## src/rtl/fir_result_tx.sv

```systemverilog
// fir_result_tx
// Transmit-side companion to the FIR core output. 16-bit results strobed out
// of the core are queued in a small FIFO and sent over an 8-bit bus as two
// byte beats (low, then high) under a valid/ready handshake.
//
// Build option: define FIR_TX_CKSUM_EN to append a third beat per word
// carrying low^high, flagged by tx_ck=1 (tx_hi stays 1 on that beat).
//
// Ports:
//   clk        system clock, all state on rising edge
//   rst        asynchronous active-high reset
//   y_dat      result word from the FIR core
//   y_vld      one-cycle strobe, y_dat valid this cycle
//   tx_byte    byte currently offered (registered)
//   tx_vld     tx_byte valid (registered)
//   tx_rdy     downstream accepts the byte when tx_vld & tx_rdy
//   tx_hi      0 = low-byte beat, 1 = high-byte (or checksum) beat
//   fifo_level words held in the FIFO, excluding the word in transmission
//   overflow   sticky: a result was dropped because the FIFO was full
//   tx_ck      (FIR_TX_CKSUM_EN only) 1 on the checksum beat
module fir_result_tx #(
  parameter int DATA_W = 16,
  parameter int DEPTH  = 4,
  parameter int LVL_W  = $clog2(DEPTH + 1)
) (
  input  logic              clk,
  input  logic              rst,
  input  logic [DATA_W-1:0] y_dat,
  input  logic              y_vld,
  output logic [7:0]        tx_byte,
  output logic              tx_vld,
  input  logic              tx_rdy,
  output logic              tx_hi,
  output logic [LVL_W-1:0]  fifo_level,
  output logic              overflow
`ifdef FIR_TX_CKSUM_EN
  ,
  output logic              tx_ck
`endif
);

  localparam int PTR_W = (DEPTH > 1) ? $clog2(DEPTH) : 1;

  typedef enum logic [1:0] {
    IDLE = 2'd0,
    LO   = 2'd1,
    HI   = 2'd2,
    CK   = 2'd3
  } state_t;

`ifdef FIR_TX_CKSUM_EN
  // Checksum beat: bytewise XOR of the held word.
  function automatic logic [7:0] cksum_byte(input logic [DATA_W-1:0] w);
    return w[7:0] ^ w[15:8];
  endfunction
`endif

  logic [DATA_W-1:0] mem_r [DEPTH];
  logic [PTR_W-1:0]  wr_ptr_r;
  logic [PTR_W-1:0]  rd_ptr_r;
  logic [LVL_W-1:0]  level_r;
  logic [DATA_W-1:0] hold_r;
  state_t            state_r;

  logic              full_s;
  logic              has_word_s;
  logic              push_s;
  logic              pop_s;
  logic              word_done_s;
  logic [DATA_W-1:0] head_s;

  // Fullness is judged on the pre-edge count, so a same-edge pop never
  // rescues a write into a full FIFO.
  assign full_s     = (level_r == LVL_W'(DEPTH));
  assign has_word_s = (level_r != {LVL_W{1'b0}});
  assign push_s     = y_vld & ~full_s;
  assign head_s     = mem_r[rd_ptr_r];
  assign fifo_level = level_r;

  // Decide whether the current word finishes this edge and whether to pop.
  always_comb begin
    word_done_s = 1'b0;
    case (state_r)
`ifdef FIR_TX_CKSUM_EN
      CK:      word_done_s = tx_rdy;
`else
      HI:      word_done_s = tx_rdy;
`endif
      default: word_done_s = 1'b0;
    endcase
    pop_s = ((state_r == IDLE) | word_done_s) & has_word_s;
  end

  // FIFO storage; contents need no reset since level_r gates every read.
  always_ff @(posedge clk) begin
    if (push_s) begin
      mem_r[wr_ptr_r] <= y_dat;
    end
  end

  // FIFO pointers, occupancy and sticky overflow flag.
  always_ff @(posedge clk or posedge rst) begin
    if (rst) begin
      wr_ptr_r <= {PTR_W{1'b0}};
      rd_ptr_r <= {PTR_W{1'b0}};
      level_r  <= {LVL_W{1'b0}};
      overflow <= 1'b0;
    end else begin
      if (push_s) begin
        wr_ptr_r <= wr_ptr_r + PTR_W'(1);
      end
      if (pop_s) begin
        rd_ptr_r <= rd_ptr_r + PTR_W'(1);
      end
      case ({push_s, pop_s})
        2'b10:   level_r <= level_r + LVL_W'(1);
        2'b01:   level_r <= level_r - LVL_W'(1);
        default: level_r <= level_r;
      endcase
      if (y_vld && full_s) begin
        overflow <= 1'b1;
      end
    end
  end

  // Beat sequencer with registered outputs; a pop loads the next word and
  // presents its low byte on the same edge, so words go back to back.
  always_ff @(posedge clk or posedge rst) begin
    if (rst) begin
      state_r <= IDLE;
      hold_r  <= {DATA_W{1'b0}};
      tx_vld  <= 1'b0;
      tx_byte <= 8'h00;
      tx_hi   <= 1'b0;
`ifdef FIR_TX_CKSUM_EN
      tx_ck   <= 1'b0;
`endif
    end else if (pop_s) begin
      state_r <= LO;
      hold_r  <= head_s;
      tx_vld  <= 1'b1;
      tx_byte <= head_s[7:0];
      tx_hi   <= 1'b0;
`ifdef FIR_TX_CKSUM_EN
      tx_ck   <= 1'b0;
`endif
    end else if (word_done_s) begin
      state_r <= IDLE;
      tx_vld  <= 1'b0;
      tx_byte <= 8'h00;
      tx_hi   <= 1'b0;
`ifdef FIR_TX_CKSUM_EN
      tx_ck   <= 1'b0;
`endif
    end else begin
      case (state_r)
        LO: begin
          if (tx_rdy) begin
            state_r <= HI;
            tx_byte <= hold_r[15:8];
            tx_hi   <= 1'b1;
          end
        end
`ifdef FIR_TX_CKSUM_EN
        HI: begin
          if (tx_rdy) begin
            state_r <= CK;
            tx_byte <= cksum_byte(hold_r);
            tx_ck   <= 1'b1;
          end
        end
`endif
        default: state_r <= state_r;
      endcase
    end
  end

endmodule

```

## config.mk

```make
export PLATFORM = sky130hd
export DESIGN_NAME = fir_result_tx
export DESIGN_NICKNAME = d
export VERILOG_FILES = /design/src/rtl/fir_result_tx.sv
export SDC_FILE = /design/constraint.sdc
export NUM_CORES = 1
export LEC_CHECK = 0
export BUFFER_PORTS_ARGS = -buffer_cell sky130_fd_sc_hd__buf_2
export CAP_MARGIN = 20
export CORE_MARGIN = 1.5
export CORE_UTILIZATION = 49
export CTS_BUF_LIST = sky130_fd_sc_hd__clkbuf_8
export DETAILED_ROUTE_END_ITERATION = 16
export GPL_TIMING_DRIVEN = 0
export PLACE_DENSITY = 0.68
export SLEW_MARGIN = 20
export SYNTH_ARGS = -nofsm -noshare
export SYNTH_HDL_FRONTEND = slang
export SYNTH_SLANG_ARGS = --single-unit
```

## constraint.sdc

```tcl
create_clock -name clk -period 2.9 [get_ports clk]
set_clock_uncertainty 0.2 [all_clocks]
set_input_delay 0.435 -clock clk [delete_from_list [all_inputs] [get_ports clk]]
set_output_delay 0.435 -clock clk [all_outputs]
set_load 0.005 [all_outputs]
```

==> summary.txt, run 1 <==
Status
  • Outcome: finished, final reports clean

Floorplanning
  • Starting density of the core: 0.501
  • Die W: 88.6 um
  • Full die area: 7850 um2
  • I/O pin cnt: 34
  • Die H: 88.6 um
  • Total core area: 7180 um2
  • Row cnt: 31

Yosys
  • Synth Register Bits: 91
  • Ys Warns: 0
  • Avg Cell Area, Syn: 19.6 um2
  • Post-synthesis cell type count: 28
  • Fraction of registers with async set or reset after synthesis: 0.297
  • Post-synthesis sequential area ratio: 0.723
  • Mux contribution to synthesized area: 0.131
  • EDFF count, synth: 64
  • Post-Synth Adder-Cell Area: 0.0230
  • Synth Area in Simple Gates: 0.0453
  • XOR/XNOR Fraction of Synth Area: 0.0171
  • Syn Inst Count: 183
  • Post-Syn Nets: 209
  • Synth Flop Type: edfxtp_1
  • Main combinational cell family by area after synthesis: multiplexers
  • Post-synthesis compound-gate area fraction: 0.0362
  • Synthesized cell area: 3590 um2

Finish
  • Fill cells: 569
  • Most frequent cells in the layout: edfxtp_1, buf_2, dfrtp_1
  • Area Growth Syn to Fin: 14.2%
  • Most common cell after layout, fill and taps aside: edfxtp_1
  • Register Area: 2600 um2
  • Layout cells sized above 1: 0.350
  • Antenna diodes: 0
  • Area of the multi-input gates: 908 um2
  • NumNets Final: 255
  • Fin area: 4100 um2

CTS
  • H-tree Lvls: 3
  • Sink Count: 91
  • Resize count post-CTS: 0
  • Clk slew on worst S/H paths: 80 ps
  • Clk Latency, worst-skew pair: 340 ps
  • Clk buf depth: 2
  • Root Driver: clkbuf_8
  • Total CTS buffers: 9
  • CTS tree: yes

Critical path
  • Worst path max stage delay: 820 ps
  • CP top delay family: simple AND/OR/NAND/NOR gates
  • CP max FO: 16
  • Required @ worst endpoint: 2670 ps
  • Critical Path Sink Type: flip-flop
  • CP Launch Type: flip-flop
  • R2R setup slack: 580 ps
  • Critical path arrival: 2090 ps
  • Reg2reg path depth: 3
  • FF-to-FF End: mem_r[2][13]
  • CP Cell Sequence: nor2_1 -> a21boi_1 -> and2_1
  • Worst path buffer plus inverter count: 0
  • Reg2Reg Launch Point: fifo_level[0]
  • Slowest cell on crit path: and2_1
  • CP Class: reg -> reg

Timing
  • Max Clock Freq: 431 MHz
  • Tcrit/Tclk final: 0.800
  • Final setup violation count: 0
  • RSZ-0062 raised after global routing: false
  • Final Hold Viols: 0
  • Slew HR: 0.380
  • Slew @ Worst Pin: 930 ps
  • Slew Limit Fails: 0
  • Setup_tns: 0 ps
  • WHS: 106 ps
  • Final critical-path required period: 2320 ps

Route
  • Routed wire per std cell: 17.2 um
  • Vias: 1752
  • Final ANT Viol Nets: 0
  • Vias per cell: 5.26
  • DRC Markers: 0
  • Count of TritonRoute iterations in the first routing pass: 4
  • Drt first-iter violations: 99
  • Routed WL: 5720 um

Hold path
  • Worst Hold Class: in -> reg
  • Hold Path Depth: 1
  • Hold endpoint: mem_r[0][8]
  • Hold_sp: y_dat[8]

Global routing
  • Grt peak-use layer: met2
  • Initial antenna violation count: 0
  • Vias in the first global route: 1830
  • Grt ovf: 0
  • Grt met3 use: 0.0494
  • Met2 GRT Util: 0.264
  • Pin count of the biggest net entering global routing: 28
  • All-Layer GR Usage: 0.167
  • Met1 usage: 0.212
  • First-pass GRT wire length: 9330 um

Placement
  • Placer Congestion: 0.744
  • DP Wirelength: 3690 um
  • Post-DP Area: 3880 um2
  • Port Buffers: 33

Flow run
  • Max-cap violations: 0

Power and ir drop
  • Static leakage: 1.54 nW
  • Worst vdd ir: 0.000346 V
  • PwrDens: 995 nW/um2
[through the flow]
step | setup slack (ps) | std cells | power [mW] | util
finish | 581 | 333 | 4.08 | 0.572
floorplan | 724 | 183 | 2.95 | -
detailed placement | 491 | 315 | 3.35 | 0.541
global route | 410 | 333 | 4.34 | 0.572
CTS | 518 | 331 | 4.13 | 0.566
global placement | 495 | 315 | 3.31 | 0.541
[registers in the layout, indices dropped and copies added, names as in the netlist]
name	cells
mem_r	64
hold_r	8
tx_byte	8
fifo_level	3
rd_ptr_r	2
wr_ptr_r	2
overflow	1
state_r	1
tx_hi	1
tx_vld	1
[report_power, final]
part	internal [mW]	switching (mW)	leakage, nW	total [mW]
clock	0.387	0.398	0.0931	0.785
combinational	0.693	0.643	0.548	1.34
sequential	1.79	0.167	0.902	1.96
total	2.87	1.21	1.54	4.08
[repair_timing]
item	in CTS	in global routing
hold buffers	0	1
setup buffers	0	0
hold endpoints to repair	0	6
[cells in the mapped netlist, drive strengths merged (2+ instances only)]
| library cell | n | share of area |
|---|---|---|
| a221o | 8 | 0.022 |
| nand2 | 3 | 0.0031 |
| inv | 8 | 0.0084 |
| clkbuf | 2 | 0.0021 |
| mux4 | 16 | 0.10 |
| and2 | 4 | 0.0070 |
| nand2b | 2 | 0.0035 |
| buf | 6 | 0.014 |
| xor2 | 4 | 0.0098 |
| and4 | 8 | 0.021 |
| mux2 | 9 | 0.028 |
| edfxtp | 64 | 0.54 |
| dfrtp | 27 | 0.19 |
| nor2 | 4 | 0.0042 |
| xnor2 | 3 | 0.0073 |
| ha | 5 | 0.017 |
[cells by family (layout without fill, tap and decap cells)]
family	Yosys count	in the layout
DFF	91	91
xor gates and xnor gates	7	7
muxes	26	26
buffers and inverters	16	67
adders and majority gates	6	6
and+or+nand+nor	24	24
AOI/OAI and AO/OA	13	13
[metal layers]
| metal | vias up | part of all wire |
|---|---|---|
| met5 | - | 0 |
| met4 | 0 | 0.029 |
| met3 | 16 | 0.030 |
| met2 | 34 | 0.49 |
| met1 | 892 | 0.45 |
| li1 | 810 | - |
[area by class of cell]
type	instances	area share
plain buffers	8	0.0137
clock buffers	9	0.0302
clock inverters	7	0.0143
inverters	8	0.00732
multi-input cells	76	0.221
flip-flops and latches	91	0.633
well taps	99	0.0302
repair buffers	35	0.0494
[worst max-delay path by stage]
stage                        startpoint       endpoint  slack, ps  cells after the start
after floorplan           fifo_level[0]  fifo_level[2]        720                      9
after global routing      fifo_level[0]    mem_r[2][0]        410                      3
after CTS                 fifo_level[0]    mem_r[2][7]        520                      3
final                     fifo_level[0]   mem_r[2][13]        580                      3
after detailed placement          y_vld   mem_r[2][15]        490                      3
after global placement            y_vld    mem_r[1][8]        500                      3
Note: power is estimated with default switching activity, not from simulation.
==> run 2, diff against run 1 <==
==> constraint.sdc (replaced) <==
create_clock -name clk -period 2.4 [get_ports clk]
set_clock_uncertainty 0.2 [all_clocks]
set_input_delay 0.36 -clock clk [delete_from_list [all_inputs] [get_ports clk]]
set_output_delay 0.36 -clock clk [all_outputs]
set_load 0.005 [all_outputs]
==> run 2 against run 1 <==
Net effect:
- global-route usage did not move
- wire length about the same
- critical path depth grew 6
- hold slack worse by 74 ps
- maximum frequency rose by 3.5%
- clock-buffer cell count did not move
- design area rose by 0.31%
- combinational power up 22%
- sequential share of layout area shrank 0.19 points
- core utilization rose by 0.17 points
- first-iteration DRC count up 3.0%
- critical endpoint is now fifo_level[2]
- largest cell class unchanged
- largest power group unchanged
- highest routed layer unchanged
==> summary.txt, run 2 (synthesized netlist as in run 1, its figures left out) <==
Status
  • Outcome: finished, final reports clean

Power and ir drop
  • Seq pwr share: 0.479
  • Clock power share: 0.192
  • Pint: 3.48 mW
  • Sw Ratio: 0.296
  • Worst vdd ir: 0.000418 V
  • PwrDens: 1200 nW/um2
  • Static leakage: 1.55 nW
  • Share of total power in combinational logic: 0.330
  • Sw power: 1.46 mW

Finish
  • NumNets Final: 255
  • Largest regs: mem_r x64, hold_r x8, tx_byte x8
  • Fill cells: 565
  • Layout cells sized above 1: 0.376
  • Most frequent cells in the layout: edfxtp_1, buf_2, dfrtp_1
  • Antenna diodes: 0
  • Fin util: 0.573
  • Largest register by flop count: mem_r
  • Most common cell after layout, fill and taps aside: edfxtp_1
  • Area Growth Syn to Fin: 14.5%
  • Number of flip-flops in the largest register: 64

CTS
  • Total CTS buffers: 9
  • H-tree Lvls: 3
  • Clk slew on worst S/H paths: 80 ps
  • Sink Count: 91
  • Root Driver: clkbuf_8
  • Clk Latency, worst-skew pair: 340 ps
  • Clk buf depth: 2
  • CTS tree: yes

Critical path
  • Worst path buffer plus inverter count: 2
  • Critical path arrival: 2270 ps
  • CP Class: reg -> reg
  • R2R setup slack: 160 ps
  • Crit path top cell by count: xor2_1
  • Slowest cell on crit path: dfrtp_1
  • Required @ worst endpoint: 2430 ps
  • CP top delay family: simple AND/OR/NAND/NOR gates
  • Worst path max stage delay: 430 ps
  • CP Cell Sequence: or3_4 -> and3_4 -> buf_6 -> ha_2 -> inv_1 -> fa_1 -> xor2_1 -> nor2_1 -> xor2_1
  • CP max FO: 10
  • Critical Path Sink Type: flip-flop
  • Reg2Reg Launch Point: fifo_level[0]
  • Worst Setup SP: fifo_level[0]
  • CP Launch Type: flip-flop

Route
  • Final ANT Viol Nets: 0
  • Routed wire per std cell: 17.2 um
  • Count of TritonRoute iterations in the first routing pass: 4
  • DRC Markers: 0
  • Vias per cell: 5.27
  • Vias: 1755
  • Routed WL: 5720 um
  • Drt first-iter violations: 102

Timing
  • Final Hold Viols: 0
  • Tcrit/Tclk final: 0.934
  • Final setup violation count: 0
  • Slew Limit Fails: 0
  • RSZ-0062 raised after global routing: false
  • Slew @ Worst Pin: 615 ps
  • Slew HR: 0.589
  • Setup_tns: 0 ps
  • Final critical-path required period: 2240 ps
  • Max Clock Freq: 446 MHz

Flow run
  • Max-cap violations: 0

Hold path
  • Worst Hold Class: in -> reg
  • Hold_sp: y_dat[15]

Floorplanning
  • Total core area: 7180 um2
  • Die H: 88.6 um
  • Full die area: 7850 um2
  • Starting density of the core: 0.501
  • Die W: 88.6 um
  • I/O pin cnt: 34
  • Row cnt: 31

Global routing
  • First-pass GRT wire length: 9330 um
  • Grt ovf: 0
  • Initial antenna violation count: 0
  • Vias in the first global route: 1830
  • Pin count of the biggest net entering global routing: 28
  • All-Layer GR Usage: 0.167

Placement
  • Placer Congestion: 0.744
  • DP Wirelength: 3690 um
  • Port Buffers: 33
run 2: path summary, 6_finish.rpt:
path / cells after the start / endpoint
hold reg to reg: 1 / overflow
min in group asynchronous: 3 / fifo_level[2]
setup reg to reg: 9 / fifo_level[2]
hold / removal: 1 / mem_r[2][15]
max in group asynchronous: 4 / hold_r[13]
setup / recovery: 9 / fifo_level[2]
run 2: worst reg2reg max path, delay by kind of cell (launching register included):
kind          cells  cell delay, ps
simple gates      3             660
fa+ha+maj         2             350
flops             1             430
buf+inv           2             210
xor+xnor          2             280
run 2: layout make-up:
cell class	count	area [um2]	share of cell area
sequential	91	2600	0.631
multi-input combinational	76	921	0.224
clock inverter	7	58.8	0.0143
clock buffer	9	124	0.0301
buffer	8	56.3	0.0137
timing repair buffer	35	203	0.0493
tap	99	124	0.0301
inverter	8	30.0	0.00730
run 2: power groups by stage:
stage / clock [mW] / combinational, mW / sequential [mW]
floorplan: 0 / 1.21 / 2.35
global placement: 0 / 1.61 / 2.39
detailed placement: 0 / 1.65 / 2.40
CTS: 0.973 / 1.64 / 2.37
global route: 1.04 / 1.81 / 2.42
finish: 0.948 / 1.63 / 2.37
run 2: metrics by stage:
step,instances,area (um2),setup WS [ps],total power [mW],hold slack [ps]
final,333,4110,159,4.95,32.1
after CTS,331,4060,17.6,4.99,17.5
after detailed placement,315,3880,26.7,4.05,258
after global placement,315,3880,46.2,4.00,248
after global routing,333,4110,16.6,5.27,15.9
after floorplan,183,3590,224,3.56,213
run 2: repair_timing:
item / CTS / global route
hold buffers: 0 / 1
endpoints found under the hold margin: 0 / 27
setup buffers: 0 / 0
gates resized for setup: 0 / 6
endpoints found under the setup margin: 0 / 65
run 2: per-layer routing:
metal  track usage  vias up  share of wire
met5             0        -              0
met3        0.0494       14          0.030
met4        0.0852        0          0.027
met2         0.264       33           0.49
li1              -      810              -
met1         0.212      898           0.45
==> run 3, diff against run 2 <==
--- a/config.mk
+++ b/config.mk
@@ -5,6 +5,7 @@
 export SDC_FILE = /design/constraint.sdc
 export NUM_CORES = 1
 export LEC_CHECK = 0
+export ABC_AREA = 1
 export BUFFER_PORTS_ARGS = -buffer_cell sky130_fd_sc_hd__buf_2
 export CAP_MARGIN = 20
 export CORE_MARGIN = 1.5
==> run 3 against run 2 <==
Net effect:
- setup slack improved by 58 ps
- register-to-register slack improved by 60 ps
- non-clock buffer count rose by 10
- critical endpoint unchanged
==> summary.txt, run 3 <==
Finish
  • NumNets Final: 442
  • Most frequent cells in the layout: nand2_1, edfxtp_1, inv_1
  • Most common cell after layout, fill and taps aside: nand2_1
  • Largest register by flop count: mem_r
  • Antenna diodes: 0
  • Largest regs: mem_r x64, hold_r x8, tx_byte x8
  • Area Growth Syn to Fin: 15.4%
  • Fill cells: 678
  • Layout cells sized above 1: 0.202
  • Number of flip-flops in the largest register: 64

Critical path
  • Required @ worst endpoint: 2480 ps
  • CP top delay family: simple AND/OR/NAND/NOR gates
  • Critical Path Sink Type: flip-flop
  • CP Launch Type: flip-flop
  • Worst path max stage delay: 420 ps
  • CP Cell Sequence: inv_2 -> nand3_1 -> nand2_1 -> ha_1 -> inv_1 -> fa_1 -> nor2_1 -> nor2_1 -> nand2_1 -> xor2_1
  • CP Class: reg -> reg
  • Worst path buffer plus inverter count: 2
  • Slowest cell on crit path: dfrtp_1
  • Critical path arrival: 2260 ps
  • CP max FO: 8

Route
  • Vias: 2581
  • Count of TritonRoute iterations in the first routing pass: 4
  • Drt first-iter violations: 161
  • Vias per cell: 4.93
  • DRC Markers: 0
  • Final ANT Viol Nets: 0
  • Routed WL: 7580 um
  • Routed wire per std cell: 14.5 um

CTS
  • H-tree Lvls: 3
  • Clk buf depth: 2
  • CTS tree: yes
  • Total CTS buffers: 9
  • Clk slew on worst S/H paths: 90 ps
  • Root Driver: clkbuf_8
  • Clk Latency, worst-skew pair: 350 ps
  • Sink Count: 91
  • Resize count post-CTS: 0

Timing
  • Final Hold Viols: 0
  • Slew Limit Fails: 0
  • Max Clock Freq: 458 MHz
  • Slew HR: 0.549
  • Setup ws final: 217 ps
  • Tcrit/Tclk final: 0.910
  • Final setup violation count: 0
  • Slew @ Worst Pin: 676 ps
  • Final critical-path required period: 2180 ps
  • Setup_tns: 0 ps
  • RSZ-0062 raised after global routing: false

Yosys
  • Synthesized cell area: 3860 um2
  • Fraction of registers with async set or reset after synthesis: 0.297
  • Avg Cell Area, Syn: 10.6 um2
  • Post-synthesis cell type count: 22
  • Leading area contributor after synthesis: edfxtp_1
  • Synth top cells by count: nand2_1, edfxtp_1, inv_1
  • Count leader, synth: nand2_1
  • Synth Flop Type: edfxtp_1
  • Post-synth top area share: 0.498
  • Ys Warns: 0
  • Syn Inst Count: 365
  • Post-synthesis sequential area ratio: 0.674
  • Post-Syn Nets: 391
  • EDFF count, synth: 64
  • Leading post-synthesis cells by cell area: edfxtp_1, dfrtp_1, nand2_1, inv_1, nand3_1
  • Synth Register Bits: 91

Global routing
  • Pin count of the biggest net entering global routing: 28
  • Vias in the first global route: 2500
  • Initial antenna violation count: 0
  • First-pass GRT wire length: 12500 um
  • All-Layer GR Usage: 0.198
  • Grt ovf: 0

Floorplanning
  • I/O pin cnt: 34
  • Starting density of the core: 0.502
  • Die H: 91.7 um
  • Full die area: 8410 um2
  • Row cnt: 32
  • Total core area: 7690 um2
  • Die W: 91.7 um

Power and ir drop
  • Seq pwr share: 0.429
  • PwrDens: 1210 nW/um2
  • Clock power share: 0.207
  • Static leakage: 1.99 nW
  • Pint: 3.43 mW
  • Sw power: 1.98 mW
  • Worst vdd ir: 0.000415 V
  • Share of total power in combinational logic: 0.364
  • Sw Ratio: 0.366

Flow run
  • Max-cap violations: 0

Placement
  • DP Wirelength: 5260 um
  • Pre-CTS setup slack: 129 ps
  • Port Buffers: 33
  • Placer Congestion: 0.771

Hold path
  • Worst Hold Class: in -> reg

Status
  • Outcome: finished, final reports clean
-- run 3: cell types whose count changed in the layout (fill, tap and decap cells not counted), moves of 6 or more --
cell | previous run | this run
and4_1 | 6 | 0
nand3_1 | 0 | 35
a221o_1 | 8 | 0
inv_2 | 0 | 6
nor2_1 | 4 | 32
buf_4 | 0 | 6
nand2_1 | 3 | 95
o21ai_0 | 1 | 18
mux2_2 | 9 | 0
nor2_2 | 0 | 7
mux4_2 | 16 | 0
inv_1 | 7 | 46
-- run 3: repair_timing --
item                                    CTS  global route
endpoints found under the setup margin    0             1
setup buffers                             0             2
hold endpoints to repair                  0            27
hold buffers                              0             1
-- run 3: kinds of logic (layout without fill, tap and decap cells) --
logic type / Yosys count / after routing / synth area share
compound gates: 27 / 27 / 0.0367
xor+xnor: 3 / 3 / 0.00682
fa+ha+maj: 6 / 6 / 0.0214
buf+inv: 65 / 121 / 0.0733
flops: 91 / 91 / 0.674
simple gates: 173 / 173 / 0.188
-- run 3: per-layer routing --
layer  vias to the layer above  wire (um)  GRT usage
met5                         -          0          0
met4                         0         59     0.0756
met3                         5        459     0.0290
met2                        84       3780      0.332
met1                      1222       3270      0.261
li1                       1270          -          -
-- run 3: metrics by stage --
| step | utilization | std cells | cell area [um2] | hold slack (ps) | power (mW) |
|---|---|---|---|---|---|
| 2_1_floorplan | - | 365 | 3860 | 213 | 3.65 |
| 3_3_place_gp | 0.540 | 500 | 4150 | 254 | 4.19 |
| 3_5_place_dp | 0.547 | 504 | 4210 | 265 | 4.32 |
| 4_1_cts | 0.576 | 520 | 4420 | 10.4 | 5.44 |
| 5_1_grt | 0.579 | 523 | 4450 | 16.5 | 5.80 |
| 6_report | 0.579 | 523 | 4450 | 20.3 | 5.41 |
-- run 3: area by class of cell --
type                    instances  area (um2)  area share
plain buffers                  13        87.6      0.0197
clock buffers                   9         124      0.0278
clock inverters                 7        92.6      0.0208
inverters                      52         195      0.0439
multi-input cells             209         986       0.222
flip-flops and latches         91        2600       0.584
well taps                     102         128      0.0287
repair buffers                 40         239      0.0537
-- run 3: final timing paths --
path,cells after the start,end,slack [ps],from
max,10,fifo_level[2],220,fifo_level[0]
min in group asynchronous,3,wr_ptr_r[1],410,rst
max reg2reg,10,fifo_level[2],220,fifo_level[0]
min reg2reg,1,overflow,290,overflow
max in group asynchronous,3,hold_r[13],1210,rst
min,1,mem_r[2][4],20,y_dat[4]
-- run 3: power groups by stage --
stage | combinational [mW] | sequential [mW] | clock (mW)
floorplan | 1.33 | 2.32 | 0
global placement | 1.84 | 2.34 | 0
detailed placement | 1.97 | 2.35 | 0
CTS | 1.98 | 2.32 | 1.14
global route | 2.24 | 2.36 | 1.20
finish | 1.97 | 2.32 | 1.12
